**config.mk**
```make
export PLATFORM = sky130hd
export DESIGN_NAME = mem_arbiter_flat
export DESIGN_NICKNAME = d
export VERILOG_FILES = /design/src/rtl/mem_arb_pkg.sv /design/src/rtl/mem_arb_if.sv /design/src/rtl/mem_arb_timeout.sv /design/src/rtl/mem_arbiter.sv /design/src/flat_wrapper.sv
export SDC_FILE = /design/constraint.sdc
export NUM_CORES = 1
export LEC_CHECK = 0
export ABC_AREA = 0
export CAP_MARGIN = 15
export CORE_AREA = 2 2 117 119
export DETAILED_ROUTE_END_ITERATION = 8
export DIE_AREA = 0 0 119 121
export DONT_BUFFER_PORTS = 1
export GPL_TIMING_DRIVEN = 0
export SLEW_MARGIN = 20
export SYNTH_ARGS = -nofsm -noshare
export SYNTH_HDL_FRONTEND = slang
export SYNTH_SLANG_ARGS = --single-unit
```
**constraint.sdc**
```tcl
create_clock -name clk -period 3.1 [get_ports clk]
set_input_delay 0.155 -clock clk [delete_from_list [all_inputs] [get_ports clk]]
set_output_delay 0.155 -clock clk [all_outputs]
set_load 0.01 [all_outputs]
```
**src/rtl/mem_arb_pkg.sv**
```systemverilog
// mem_arb_pkg: state encoding, master indices and timeout read data for mem_arbiter
package mem_arb_pkg;

    typedef enum logic {
        ST_IDLE = 1'b0,
        ST_BUSY = 1'b1
    } state_t;

    localparam logic M0 = 1'b0;
    localparam logic M1 = 1'b1;

    localparam logic [31:0] TIMEOUT_DATA = 32'hDEADBEEF;

endpackage

```
**src/rtl/mem_arb_if.sv**
```systemverilog
// mem_arb_if: one request/response memory port
//   master modport: requester side (drives rd_en, wr_en, addr, wdata; receives rdata, ack)
//   slave modport : responder side (the reverse)
interface mem_arb_if #(
    parameter int ADDR_WIDTH = 32,
    parameter int DATA_WIDTH = 32
);

    logic                  rd_en;
    logic                  wr_en;
    logic [ADDR_WIDTH-1:0] addr;
    logic [DATA_WIDTH-1:0] wdata;
    logic [DATA_WIDTH-1:0] rdata;
    logic                  ack;

    modport master (output rd_en, wr_en, addr, wdata, input rdata, ack);
    modport slave  (input rd_en, wr_en, addr, wdata, output rdata, ack);

endinterface

```
**src/rtl/mem_arb_timeout.sv**
```systemverilog
// mem_arb_timeout: counts BUSY cycles without a memory ack and flags expiry
//   clk, rst_n : clock, asynchronous active-low reset
//   clear      : grant strobe, restarts the count
//   busy       : a transaction is in flight
//   mem_ack    : memory completion
//   expired    : combinational, high in the TIMEOUT_CYCLES-th unacked BUSY cycle
module mem_arb_timeout
    import mem_arb_pkg::*;
#(
    parameter int TIMEOUT_CYCLES = 16
) (
    input  logic clk,
    input  logic rst_n,
    input  logic clear,
    input  logic busy,
    input  logic mem_ack,
    output logic expired
);

    localparam int CW = $clog2(TIMEOUT_CYCLES + 1);

    logic [CW-1:0] cnt;

    always_ff @(posedge clk or negedge rst_n)
        if (!rst_n)
            cnt <= '0;
        else if (clear)
            cnt <= '0;
        else if (busy && !mem_ack)
            cnt <= cnt + 1'b1;

    // cnt holds the unacked cycles already completed, so the current one is number cnt+1
    assign expired = busy && !mem_ack && cnt == CW'(TIMEOUT_CYCLES - 1);

endmodule

```
**src/rtl/mem_arbiter.sv**
```systemverilog
// mem_arbiter: round-robin two-master arbiter onto one memory port, one transaction in flight
//   clk, rst_n : clock, asynchronous active-low reset
//   m0, m1     : requester ports (mem_arb_if.slave), request held until ack
//   mem        : memory port (mem_arb_if.master), command latched at grant
//   err_o      : timeout flag, present only with MEM_ARB_TIMEOUT_EN defined
//                (also adds parameter TIMEOUT_CYCLES)
module mem_arbiter
    import mem_arb_pkg::*;
#(
    parameter int ADDR_WIDTH = 32,
    parameter int DATA_WIDTH = 32
`ifdef MEM_ARB_TIMEOUT_EN
    , parameter int TIMEOUT_CYCLES = 16
`endif
) (
    input logic       clk,
    input logic       rst_n,
    mem_arb_if.slave  m0,
    mem_arb_if.slave  m1,
    mem_arb_if.master mem
`ifdef MEM_ARB_TIMEOUT_EN
    , output logic    err_o
`endif
);

    state_t                state, state_nxt;
    logic                  last_grant, gnt, rd_q, wr_q;
    logic                  req0, req1, pick, grant, busy, expired, done;
    logic [ADDR_WIDTH-1:0] addr_q;
    logic [DATA_WIDTH-1:0] wdata_q, rdata;

    assign req0  = m0.rd_en | m0.wr_en;
    assign req1  = m1.rd_en | m1.wr_en;
    // a lone requester wins outright; on a tie the one not served last wins
    assign pick  = (req0 & req1) ? ~last_grant : req1;
    assign grant = state == ST_IDLE && (req0 || req1);
    assign busy  = state == ST_BUSY;
    assign done  = busy && (mem.ack || expired);

    always_ff @(posedge clk or negedge rst_n)
        if (!rst_n)
            state <= ST_IDLE;
        else
            state <= state_nxt;

    always_comb begin
        state_nxt = state;
        state_nxt = grant ? ST_BUSY : done ? ST_IDLE : state;
    end

    always_ff @(posedge clk or negedge rst_n)
        if (!rst_n) begin
            last_grant <= M1;
            gnt        <= M0;
            rd_q       <= 1'b0;
            wr_q       <= 1'b0;
            addr_q     <= '0;
            wdata_q    <= '0;
        end else if (grant) begin
            last_grant <= pick;
            gnt        <= pick;
            wr_q       <= pick ? m1.wr_en : m0.wr_en;
            // write wins when a master raises both strobes
            rd_q       <= pick ? m1.rd_en & ~m1.wr_en : m0.rd_en & ~m0.wr_en;
            addr_q     <= pick ? m1.addr : m0.addr;
            wdata_q    <= pick ? m1.wdata : m0.wdata;
        end

`ifdef MEM_ARB_TIMEOUT_EN
    mem_arb_timeout #(.TIMEOUT_CYCLES(TIMEOUT_CYCLES)) u_timeout (
        .clk     (clk),
        .rst_n   (rst_n),
        .clear   (grant),
        .busy    (busy),
        .mem_ack (mem.ack),
        .expired (expired)
    );
    assign err_o = expired;
`else
    assign expired = 1'b0;
`endif

    assign rdata = mem.ack ? mem.rdata : DATA_WIDTH'(TIMEOUT_DATA);

    assign mem.rd_en = busy & rd_q;
    assign mem.wr_en = busy & wr_q;
    assign mem.addr  = addr_q;
    assign mem.wdata = wdata_q;

    assign m0.ack   = done && gnt == M0;
    assign m1.ack   = done && gnt == M1;
    assign m0.rdata = m0.ack ? rdata : '0;
    assign m1.rdata = m1.ack ? rdata : '0;

endmodule
```
**src/flat_wrapper.sv**
```systemverilog
// flat-port wrapper written by rule: the top's interface ports become plain ports
module mem_arbiter_flat import mem_arb_pkg::*;
#(
    parameter int ADDR_WIDTH = 32,
    parameter int DATA_WIDTH = 32

)
  (clk, rst_n, m0_rd_en, m0_wr_en, m0_addr, m0_wdata, m0_rdata, m0_ack, m1_rd_en, m1_wr_en, m1_addr, m1_wdata, m1_rdata, m1_ack, mem_rd_en, mem_wr_en, mem_addr, mem_wdata, mem_rdata, mem_ack);
  mem_arb_if #(.ADDR_WIDTH(ADDR_WIDTH), .DATA_WIDTH(DATA_WIDTH)) m0_i ();
  mem_arb_if #(.ADDR_WIDTH(ADDR_WIDTH), .DATA_WIDTH(DATA_WIDTH)) m1_i ();
  mem_arb_if #(.ADDR_WIDTH(ADDR_WIDTH), .DATA_WIDTH(DATA_WIDTH)) mem_i ();
  input logic clk;
  input logic rst_n;
  input wire logic [$bits(m0_i.rd_en)-1:0] m0_rd_en;
  input wire logic [$bits(m0_i.wr_en)-1:0] m0_wr_en;
  input wire logic [$bits(m0_i.addr)-1:0] m0_addr;
  input wire logic [$bits(m0_i.wdata)-1:0] m0_wdata;
  output wire logic [$bits(m0_i.rdata)-1:0] m0_rdata;
  output wire logic [$bits(m0_i.ack)-1:0] m0_ack;
  input wire logic [$bits(m1_i.rd_en)-1:0] m1_rd_en;
  input wire logic [$bits(m1_i.wr_en)-1:0] m1_wr_en;
  input wire logic [$bits(m1_i.addr)-1:0] m1_addr;
  input wire logic [$bits(m1_i.wdata)-1:0] m1_wdata;
  output wire logic [$bits(m1_i.rdata)-1:0] m1_rdata;
  output wire logic [$bits(m1_i.ack)-1:0] m1_ack;
  output wire logic [$bits(mem_i.rd_en)-1:0] mem_rd_en;
  output wire logic [$bits(mem_i.wr_en)-1:0] mem_wr_en;
  output wire logic [$bits(mem_i.addr)-1:0] mem_addr;
  output wire logic [$bits(mem_i.wdata)-1:0] mem_wdata;
  input wire logic [$bits(mem_i.rdata)-1:0] mem_rdata;
  input wire logic [$bits(mem_i.ack)-1:0] mem_ack;
  assign m0_i.rd_en = m0_rd_en;
  assign m0_i.wr_en = m0_wr_en;
  assign m0_i.addr = m0_addr;
  assign m0_i.wdata = m0_wdata;
  assign m0_rdata = m0_i.rdata;
  assign m0_ack = m0_i.ack;
  assign m1_i.rd_en = m1_rd_en;
  assign m1_i.wr_en = m1_wr_en;
  assign m1_i.addr = m1_addr;
  assign m1_i.wdata = m1_wdata;
  assign m1_rdata = m1_i.rdata;
  assign m1_ack = m1_i.ack;
  assign mem_rd_en = mem_i.rd_en;
  assign mem_wr_en = mem_i.wr_en;
  assign mem_addr = mem_i.addr;
  assign mem_wdata = mem_i.wdata;
  assign mem_i.rdata = mem_rdata;
  assign mem_i.ack = mem_ack;
  mem_arbiter #(.ADDR_WIDTH(ADDR_WIDTH), .DATA_WIDTH(DATA_WIDTH)) u_core (.clk(clk), .rst_n(rst_n), .m0(m0_i), .m1(m1_i), .mem(mem_i));
endmodule
```
==> flow_summary.toml <==
[run_status]
status = "finished clean"

[worst_setup_path]
crit_fanout = 10
cp.required_ns = 2.94
r2r-start = "u_core.last_grant"
r2r_slack_ns = 1.28
cp.arrival_ns = 1.91
critPathLaunchType = "flop"
end_kind = "output pin"
startpoint = "u_core.busy"
reg2reg_to = "u_core.mem.addr[25]"
worstSetupPathType = "flop to output pin"
worst_r2r_path_depth = 4
cp-endpoint = "m0_rdata[23]"

[final_layout]
seq_area_um2 = 1730
drive_gt1_share_pct = 9.65
syn2layout_area_growth_pct = 31.0
multiInputGateArea_um2 = 1990
layout_commonest_cell = "dfrtp_1"
fin_cells = 667
fillers = 1284
utilization_pct = 40.2
final_cell_mix = "dfrtp_1, dlygate4sd3_1, and2_1, o21ai_0"
final_nets = 649

[clocking]
clk_pin_slew_ns = 0.06
cts-root-buf = "clkbuf_16"
cts_tree = "done"
insertion_delay_ns = 0.34
cts_sinks = 69
htreeDepth = 3
cts_buffers = 9
cts_buffer_depth = 2

[synthesis]
synth_ff_type = "dfrtp_1"
ys_seq_elements = 69
synthesis.nets = 571
yosysTopAreaCell = "dfrtp_1"
synth_top_area_share_pct = 42.4
synth_area_per_cell_um2 = 9.94
synth_area_leaders = "dfrtp_1, a2bb2oi_1, a311oi_1"
synth_enable_flop_cells = 0
async_flop_share_pct = 100
yosysSeqAreaShare_pct = 43.0
ys_types = 27
netlist_instances = 404
syn_area_um2 = 4020
yosys_warnings = 0

[sta]
maxSlewHeadroom_pct = 49.8
drv_slew = 0
finalSetupViolations = 0
tightest_slew_ns = 0.752
hold_viol_final = 0
fin_crit_ns = 2.06
timing.fmax_ghz = 0.485
rsz0062_at_grt = "no"
post-route-period-util_pct = 66.6
setup_tns_ns = 0
skew_ns = 0.00745

[routing]
vias_per_cell = 6.01
num_vias = 4011
drcViolationCount = 0
initialDrtViolationCount = 274
first_pass_iters = 6
drt.antenna.violating_nets = 0
drt-total-wl_mm = 15.7
wire_per_inst_um = 23.6

[job]
drv_cap = 0

[floorplan]
start_util_pct = 30.7
die_w_um = 119
dieArea_um2 = 14400
die_h_um = 121
rows = 42
core_area_um2 = 13100
num_io_pins = 299

[placement]
placed_cells = 580
gp_congestion = 0.814
io_buffer_count = 0
hpwlAfterDp_mm = 11.3

[global_routing]
grt_overflow = 0
grt_max_degree = 70
grt_pass1_vias = 3942
grt_pass1_wl_mm = 23.1
grt_antenna_before_repair = 1
grt_usage_pct = 21.1

[pwr]
p_total_mw = 5.19
powerDensity_nw_per_um2 = 987
cellLeakagePower_nw = 2.01
peakVddDrop_v = 0.000343

[min_path]
hold_path_class = "input port to flop"
power by group:
part	leakage (nW)	switching [mW]	total (mW)	internal [mW]
clock	0.158	0.398	1.12	0.724
sequential	0.776	0.570	1.94	1.37
combinational	1.08	1.14	2.12	0.981
total	2.01	2.11	5.19	3.08
per-stage QoR:
| stage | worst slack (ns) | cell area, um^2 | hold WS (ns) |
|---|---|---|---|
| 5_1_grt | 0.911 | 5250 | 0.0345 |
| 2_1_floorplan | 1.75 | 4020 | -0.141 |
| 6_report | 1.04 | 5260 | 0.0368 |
| 4_1_cts | 0.980 | 5250 | 0.0209 |
| 3_5_place_dp | 1.27 | 4240 | -0.138 |
| 3_3_place_gp | 1.26 | 4240 | -0.138 |
synthesized netlist by cell type, types with 2 or more instances:
cell type and instances:
nor2_1 4, dfrtp_1 68, buf_6 7, a2bb2oi_1 64, buf_1 2, a311oi_1 64
inv_1 3, buf_2 16, and2_1 65, a21o_1 2, buf_4 2, nand2_1 2
o21ai_0 65, clkbuf_1 27
flip-flops by register name, indices dropped and copies added (netlist names):
register / flops
u_core.rd_q: 1
u_core.busy: 1
u_core.wr_q: 1
u_core.gnt: 1
u_core.mem.wdata: 32
u_core.last_grant: 1
u_core.mem.addr: 32
area by class of cell:
class	count	share of cell area (%)
Antenna cell	4	0.190
Buffer	54	5.38
Clock buffer	10	4.54
Clock inverter	6	1.64
Inverter	3	0.214
Multi-Input combinational cell	278	37.9
Sequential cell	69	32.8
Tap cell	176	4.19
Timing Repair Buffer	67	13.1
routing by layer:
| layer | share of wire (%) | up-vias | GRT usage [%] |
|---|---|---|---|
| li1 | - | 1742 | - |
| met1 | 37 | 1981 | 23.1 |
| met2 | 52 | 255 | 37.0 |
| met3 | 8.5 | 33 | 7.52 |
| met4 | 2.4 | 0 | 8.71 |
| met5 | 0 | - | 0 |
kinds of logic after synthesis:
| group | after synthesis | share of synthesized area, % |
|---|---|---|
| AO/OA/AOI/OAI | 200 | 37.5 |
| AND/OR/NAND/NOR | 78 | 12.2 |
| flip-flops | 69 | 43.0 |
| buffers and inverters | 57 | 7.32 |
repair_timing:
action                    CTS  global route
gates resized for setup     0             0
hold buffers               67             0
hold endpoints to repair  134             0
buffers inserted            0             0
critical path, cell delays in order, from the launching register on:
cell and delay (ns):
dfrtp_1 0.32, buf_2 0.21, nand2_1 0.07, nor2_1 0.35
clkbuf_1 0.37, and2_1 0.24
worst min path at each step:
stage	to	startpoint	slack (ns)	cells after the start
floorplan	u_core.busy	rst_n	-0.14	0
global placement	u_core.mem.addr[14]	rst_n	-0.14	0
detailed placement	u_core.mem.wdata[7]	rst_n	-0.14	0
CTS	u_core.mem.wdata[17]	m1_wdata[17]	0.02	2
global route	u_core.mem.addr[29]	m1_addr[29]	0.03	2
finish	u_core.mem.wdata[17]	m1_wdata[17]	0.04	2
Power figures use the tool's default switching activity.
